**src/rtl/cpld_bus_pkg.sv**
```systemverilog
// Shared definitions for the CPLD AVR-to-SRAM bridge.
// Command codes, access FSM states and default address width.
package cpld_bus_pkg;

  localparam int AWIDTH_DEF = 24;

  localparam logic [2:0] CMD_NOP       = 3'd0;
  localparam logic [2:0] CMD_LOAD_A0   = 3'd1;
  localparam logic [2:0] CMD_LOAD_A1   = 3'd2;
  localparam logic [2:0] CMD_LOAD_A2   = 3'd3;
  localparam logic [2:0] CMD_WRITE_INC = 3'd4;
  localparam logic [2:0] CMD_READ_INC  = 3'd5;
  localparam logic [2:0] CMD_WRITE     = 3'd6;
  localparam logic [2:0] CMD_READ      = 3'd7;

  typedef enum logic [1:0] {
    S_IDLE   = 2'd0,
    S_SETUP  = 2'd1,
    S_STROBE = 2'd2,
    S_HOLD   = 2'd3
  } state_t;

endpackage

```
**src/rtl/sram_addr_counter.sv**
```systemverilog
// SRAM address register: byte-lane loads, increment and wrap pulse.
// Lanes above AWIDTH-1 are dropped when the address is narrower.
module sram_addr_counter
  import cpld_bus_pkg::*;
#(
  parameter int AWIDTH = AWIDTH_DEF
) (
  input  logic              clk,
  input  logic              reset,
  input  logic [2:0]        i_ld,
  input  logic [7:0]        i_data,
  input  logic              i_inc,
  output logic [AWIDTH-1:0] o_addr,
  output logic              o_wrap
);

  localparam int EW = (AWIDTH > 24) ? AWIDTH : 24;

  logic [AWIDTH-1:0] r_addr;
  logic              r_wrap;
  logic [EW-1:0]     w_ext;
  logic [AWIDTH-1:0] w_nxt;

  always_comb begin
    w_ext = EW'(r_addr);
    if (i_ld[0]) w_ext[7:0]   = i_data;
    if (i_ld[1]) w_ext[15:8]  = i_data;
    if (i_ld[2]) w_ext[23:16] = i_data;
    w_nxt = w_ext[AWIDTH-1:0];
    if (i_inc) w_nxt = r_addr + AWIDTH'(1);
  end

  always_ff @(posedge clk) begin
    if (reset) begin
      r_addr <= '0;
      r_wrap <= 1'b0;
    end else begin
      r_addr <= w_nxt;
      r_wrap <= i_inc && (&r_addr);
    end
  end

  assign o_addr = r_addr;
  assign o_wrap = r_wrap;

endmodule

```
**src/rtl/avr_sram_addr_seq.sv**
```systemverilog
// AVR command sequencer: address loads and timed SRAM access strobes.
// Access: SETUP, STROBE_CYCLES of strobe, HOLD, then optional increment.
module avr_sram_addr_seq
  import cpld_bus_pkg::*;
#(
  parameter int AWIDTH        = AWIDTH_DEF,
  parameter int STROBE_CYCLES = 3
) (
  input  logic              clk,
  input  logic              reset,
  input  logic              cmd_valid,
  input  logic [2:0]        cmd,
  input  logic [7:0]        cmd_data,
  output logic              busy,
  output logic [AWIDTH-1:0] sram_addr,
  output logic              we_n,
  output logic              oe_n,
  output logic              wrap,
  output logic              overrun
);

  state_t     r_state, w_state_nxt;
  logic [3:0] r_cnt, w_cnt_nxt;
  logic       r_op_wr, r_op_inc;
  logic       r_busy, r_we_n, r_oe_n, r_ovr;
  logic       w_accept, w_access, w_inc;
  logic [2:0] w_ld;

  assign w_accept = cmd_valid && (r_state == S_IDLE);
  assign w_access = w_accept && cmd[2];
  assign w_ld[0]  = w_accept && (cmd == CMD_LOAD_A0);
  assign w_ld[1]  = w_accept && (cmd == CMD_LOAD_A1);
  assign w_ld[2]  = w_accept && (cmd == CMD_LOAD_A2);

  always_comb begin
    w_state_nxt = r_state;
    w_cnt_nxt   = r_cnt;
    w_inc       = 1'b0;
    unique case (r_state)
      S_IDLE: begin
        if (w_access) w_state_nxt = S_SETUP;
      end
      S_SETUP: begin
        w_state_nxt = S_STROBE;
        w_cnt_nxt   = 4'(STROBE_CYCLES);
      end
      S_STROBE: begin
        if (r_cnt <= 4'd1) begin
          w_state_nxt = S_HOLD;
          w_cnt_nxt   = 4'd0;
        end else begin
          w_cnt_nxt = r_cnt - 4'd1;
        end
      end
      S_HOLD: begin
        w_state_nxt = S_IDLE;
        w_inc       = r_op_inc;
      end
      default: w_state_nxt = S_IDLE;
    endcase
  end

  always_ff @(posedge clk) begin
    if (reset) begin
      r_state  <= S_IDLE;
      r_cnt    <= 4'd0;
      r_op_wr  <= 1'b0;
      r_op_inc <= 1'b0;
      r_busy   <= 1'b0;
      r_we_n   <= 1'b1;
      r_oe_n   <= 1'b1;
      r_ovr    <= 1'b0;
    end else begin
      r_state <= w_state_nxt;
      r_cnt   <= w_cnt_nxt;
      r_busy  <= (w_state_nxt != S_IDLE);
      // op is latched at accept, well before STROBE is entered
      r_we_n  <= !((w_state_nxt == S_STROBE) && r_op_wr);
      r_oe_n  <= !((w_state_nxt == S_STROBE) && !r_op_wr);
      if (w_access) begin
        r_op_wr  <= (cmd == CMD_WRITE_INC) || (cmd == CMD_WRITE);
        r_op_inc <= (cmd == CMD_WRITE_INC) || (cmd == CMD_READ_INC);
      end
      if (cmd_valid && r_busy)
        r_ovr <= 1'b1;
      else if (w_ld[0])
        r_ovr <= 1'b0;
    end
  end

  sram_addr_counter #(
    .AWIDTH(AWIDTH)
  ) u_cnt (
    .clk   (clk),
    .reset (reset),
    .i_ld  (w_ld),
    .i_data(cmd_data),
    .i_inc (w_inc),
    .o_addr(sram_addr),
    .o_wrap(wrap)
  );

  assign busy    = r_busy;
  assign we_n    = r_we_n;
  assign oe_n    = r_oe_n;
  assign overrun = r_ovr;

endmodule

```
**config.mk**
```make
export PLATFORM = sky130hd
export DESIGN_NAME = avr_sram_addr_seq
export DESIGN_NICKNAME = d
export VERILOG_FILES = /design/src/rtl/cpld_bus_pkg.sv /design/src/rtl/sram_addr_counter.sv /design/src/rtl/avr_sram_addr_seq.sv
export SDC_FILE = /design/constraint.sdc
export NUM_CORES = 1
export LEC_CHECK = 0
export BUFFER_PORTS_ARGS = -buffer_cell sky130_fd_sc_hd__buf_2
export CAP_MARGIN = 30
export CORE_AREA = 2 2 71 66
export CTS_BUF_LIST = sky130_fd_sc_hd__clkbuf_8
export DETAILED_ROUTE_END_ITERATION = 12
export DIE_AREA = 0 0 73 68
export PLACE_DENSITY = 0.74
export SETUP_SLACK_MARGIN = 0.02
export SLEW_MARGIN = 10
export SYNTH_ARGS = -nofsm -noshare
export SYNTH_HDL_FRONTEND = slang
export SYNTH_SLANG_ARGS = --single-unit
```
**constraint.sdc**
```tcl
create_clock -name clk -period 2.1 [get_ports clk]
set_input_delay 0.315 -clock clk [delete_from_list [all_inputs] [get_ports clk]]
set_output_delay 0.315 -clock clk [all_outputs]
set_load 0.005 [all_outputs]
```
# Word level (Yosys, flattened, before mapping)
# Cells that the tools add are included.
# op_classes
eq_ne	10
addsub	2
n_mux	12
order_cmp	1
reduce_logical	22
# ops
cell	n
$add A24 B1 Y24 const B	1
$mux W24	1
$mux W8	3
$reduce_and A24 Y1	1
$reduce_bool A2 Y1	6
$eq A3 B3 Y1 const B	3
$logic_and A1 B1 Y1	9
$pmux W2 S4	1
$pmux W4 S2	1
$eq A2 B2 Y1 const B	3
$eq A3 B2 Y1 const B	2
$le A4 B1 Y1 const B	1
$mux W2	2
$mux W4	1
$sub A4 B1 Y4 const B	1
$eq A3 B1 Y1 const B	1
$logic_not A1 Y1	3
$mux W1	3
$eq A2 B1 Y1 const B	1
$logic_not A2 Y1	1
$logic_or A1 B1 Y1	2
# totals
ff_bits	37
word_cells	59
output_inout_bits	29

# Longest topological paths before layout
# depth
depth_word	8
mapped_depth	7
depth_no_buf	6

# Hierarchy
# From an unflattened synthesis, not the netlist that was laid out.
# hier_totals
hier_cells	267
hier_area_um2	2188.3
# by_module_without_submodules
mod	cells_per_inst	seq_area_each_um2	area_per_inst_um2	n_inst
sram_addr_counter	201	500.5	1589.0	1
avr_sram_addr_seq	66	240.2	599.3	1

# Worst setup path before layout
# Ideal clock, no wire load.
# synth_timing
path_type	flip-flop to flip-flop
startpoint	register r_state[0]
endpoint	register u_cnt.r_addr[13], in the netlist u_cnt.o_addr[13]
period_less_slack_ns	1.811
setup_slack_ns	0.289
setup_ns	0.074
arrival_time_ns	1.737
path_stages_with_launch	6
required_ns	2.026
cell_sequence	dfxtp_1 ha_1 nand4_1 or4_4 or4_1 a31oi_1
# synth_via
elab_chain_len	4
word_cells_on_any_way	7
cone_classes	eq/ne (1); mux (2); reduce/logical (4)
# synth_rtl
element	line_no	source
from (decl)	avr_sram_addr_seq.sv:22	state_t r_state, w_state_nxt;
from (signal assigned)	avr_sram_addr_seq.sv:74	r_state <= w_state_nxt;
$logic_not A2 Y1	avr_sram_addr_seq.sv:29	assign w_accept = cmd_valid && (r_state == S_IDLE);
$logic_and A1 B1 Y1	avr_sram_addr_seq.sv:29	
$logic_and A1 B1 Y1	avr_sram_addr_seq.sv:32	assign w_ld[1] = w_accept && (cmd == CMD_LOAD_A1);
$reduce_bool A2 Y1 (no line)	n/a	
to (signal assigned)	sram_addr_counter.sv:38	r_addr <= w_nxt;
to (decl)	sram_addr_counter.sv:19	logic [AWIDTH-1:0] r_addr;
# Several ways; a longest one is shown, not always the timed one.
# A chain may end at the register's enable or synchronous reset.

# Worst setup path after layout
# layout_timing
startpoint	register r_state[1]
endpoint	register u_cnt.r_addr[13], in the netlist u_cnt.o_addr[13]
# The elaborated chain is that of the path after synthesis.

==> impl_metrics.toml <==
[yosys]
synth_nets = 271
syn_inst = 250
yosys_register_bits = 37
synthXorXnorAreaFrac = 0
yosysWarnings = 0
yosysUniqueCellTypes = 42
yosys.area_share.adder = 0.0430
syn_avg_cell_area_um2 = 8.15
synth_top_family_by_area = "simple AND/OR/NAND/NOR gates"
ys_seq_area_frac = 0.363
synth_flop_cell = "dfxtp_1"
synthMuxAreaShare = 0.00491
async_reset_ff_frac = 0
synth_edf_count = 0
synth-compound-area-share = 0.245
synth_area_um2 = 2040
post_synth_and_or_nand_nor_area_fraction = 0.300

[timing]
rsz0062_at_grt = "no"
setup_viol = 0
fmax_mhz = 501
fin_tns_setup_ns = 0
drv_slew = 0
tightest_slew_ns = 0.665
min_period_ns = 2.00
finalHoldViolations = 0
max_slew_margin = 0.557
finClkSkew_ns = 0.00437
period_share = 0.951

[floorplanning]
initial_core_util = 0.475
io_pins = 43
core_um2 = 4290
std_cell_rows = 23
die_x_um = 73
dieArea_um2 = 4960
fp.dieH_um = 68

[power]
p_int_mw = 1.38
p_sw_frac = 0.319
max-vdd-ir-drop_v = 0.000658
netSwitchingPower_mw = 0.648
clock_power_share = 0.320
seq_power_share = 0.420
p_comb_frac = 0.260
powerDensity_nw_per_um2 = 819
power.leakage_nw = 0.928

[cells_and_area]
final_nets = 319
post-route-util = 0.578
fin_cells = 349
antenna_cells = 0
drive_gt1_frac = 0.244
area_growth_pct = 21.6

[clock_network]
post_cts_buffers = 0
holdBufCountCts = 0
clk_latency_ns = 0.29
cts_root_buffer = "clkbuf_8"
ctsHtreeMaxLevel = 2
clkTransAtPathRegs_ns = 0.08
cts_buffers = 5
clk_path_buf_depth = 2
cts_tree = "done"
cts_sinks = 37

[worst_setup_path]
critPathCaptureType = "flop"
crit_end = "u_cnt.o_addr[13]"
cpMaxStageDelayCell = "or4_1"
start_kind = "flop"
reg2reg_slack_ns = 0.10
critPathMaxFanout = 5
crit_chain = "ha_2 -> nand4_1 -> or4_4 -> or4_1 -> a31oi_1"
cp_top_family = "simple AND/OR/NAND/NOR gates"
cp_data_arrival_time_ns = 2.20
crit_type = "reg -> reg"
timing.rr.end = "u_cnt.o_addr[13]"
crit_cells = 5
cp_data_required_time_ns = 2.30
r2r_cells = 5
critPathLaunch = "r_state[1]"
slowest_delay_ns = 0.51
path_buf_inv = 0
r2r-start = "r_state[1]"

[outcome]
status = "finished clean"

[global_routing]
grt_pass1_vias = 1978
overflow = 0
antenna_found_initial = 0
grt_use_total = 0.243
grt_max_degree = 36
grt_pass1_wl_mm = 9.41

[drt]
drc_errors = 0
ant_nets = 0
drt-total-wl_mm = 5.78
vias = 2249
viasPerCell = 6.44
first_iter_violations = 174
post_drt_wl_per_cell_um = 16.6
drt-pass1-iter-count = 4

[place]
portBuffers = 42
gp_congestion = 0.931
hpwl_mm = 4.26
placed_cells = 341

[hold_path]
worstHoldPathType = "in -> reg"

[run]
maxCapViolCount = 0
==> metal layers <==
layer / global-route usage / routed length [um] / vias to the layer above
met5: 0 / 0 / -
met4: 0.0880 / 159 / 0
met3: 0.0442 / 416 / 14
met2: 0.393 / 2610 / 104
met1: 0.324 / 2600 / 1047
li1: - / - / 1084
==> power by group through the flow <==
stage	Sequential (mW)	Clock, mW	Combinational (mW)
final	0.852	0.650	0.527
after global routing	0.864	0.680	0.610
after CTS	0.849	0.654	0.523
after detailed placement	0.865	0	0.521
after global placement	0.862	0	0.503
after floorplan	0.860	0	0.351
==> worst min path at each step <==
| stage | start | to | slack, ns | cells after the start |
|---|---|---|---|---|
| 6_report | cmd_valid | overrun | 0.31 | 3 |
| 5_1_grt | cmd_data[6] | u_cnt.o_addr[14] | 0.33 | 3 |
| 4_1_cts | cmd_valid | overrun | 0.31 | 3 |
| 3_5_place_dp | r_op_wr | we_n | 0.40 | 1 |
| 3_3_place_gp | r_op_wr | we_n | 0.39 | 1 |
| 2_1_floorplan | r_op_wr | we_n | 0.38 | 1 |
==> metrics by stage <==
stage / area (um^2) / total power, mW / hold WS [ns] / setup slack (ns)
after floorplan: 2040 / 1.21 / 0.376 / 0.289
after global placement: 2350 / 1.37 / 0.394 / 0.207
after detailed placement: 2350 / 1.39 / 0.398 / 0.112
after CTS: 2470 / 2.03 / 0.306 / 0.0877
after global routing: 2480 / 2.16 / 0.327 / 0.0330
final: 2480 / 2.03 / 0.312 / 0.104
==> timing repair <==
action                                  CTS  global route
resized for setup                         0             3
endpoints found under the setup margin    0             3
endpoints found under the hold margin     0             0
==> placed cells by master, fill, tap and decap left out, types with 10 or more instances in the layout <==
cell,instances
a21oi_1,13
a31oi_1,12
buf_2,42
buf_4,12
dfxtp_1,36
inv_1,10
nand2_1,15
nand3_1,13
nor2_1,19
nor3_1,11
o21ai_0,12
==> tightest hold or removal path, cell delays in order <==
cell and delay (ns):
buf_2 0.13, nand2_1 0.06, a21oi_1 0.05
==> cells by family after synthesis <==
family,count (synthesis)
adders and majority gates,7
buffers and inverters,23
DFF,37
AOI/OAI and AO/OA,74
muxes,1
and+or+nand+nor,108
==> registers in the layout (all words and copies together) (netlist names) <==
signal        count
r_state           2
busy              1
we_n              1
r_op_wr           1
r_cnt             4
oe_n              1
overrun           1
u_cnt.o_addr     24
u_cnt.o_wrap      1
r_op_inc          1
==> cell usage after synthesis (3+ instances only) <==
library cell,number,area [um^2]
dfxtp_1,37,741
and4_1,7,61.3
nand4_1,9,56.3
a21oi_1,13,65.1
clkbuf_1,11,41.3
and3_1,4,25.0
a31oi_1,12,75.1
a2111oi_0,4,35.0
o21ai_0,12,60.1
a211oi_1,7,52.6
o211ai_1,6,45.0
a311oi_1,6,52.6
nand3b_1,3,22.5
nor2_1,19,71.3
nor3_1,11,55.1
nand3_1,14,70.1
or4_1,3,22.5
or3_1,6,37.5
nand2_1,15,56.3
o31ai_1,3,22.5
nor4_1,6,37.5
inv_1,10,37.5
ha_1,7,87.6
==> layout make-up <==
type	instances	area, um^2
clock buffers	6	82.6
clock inverters	2	37.5
fillers	406	1810
inverters	10	37.5
multi-input cells	190	1220
flip-flops and latches	37	742
well taps	50	62.6
repair buffers	54	300
Note: power is estimated with default switching activity, not from simulation.
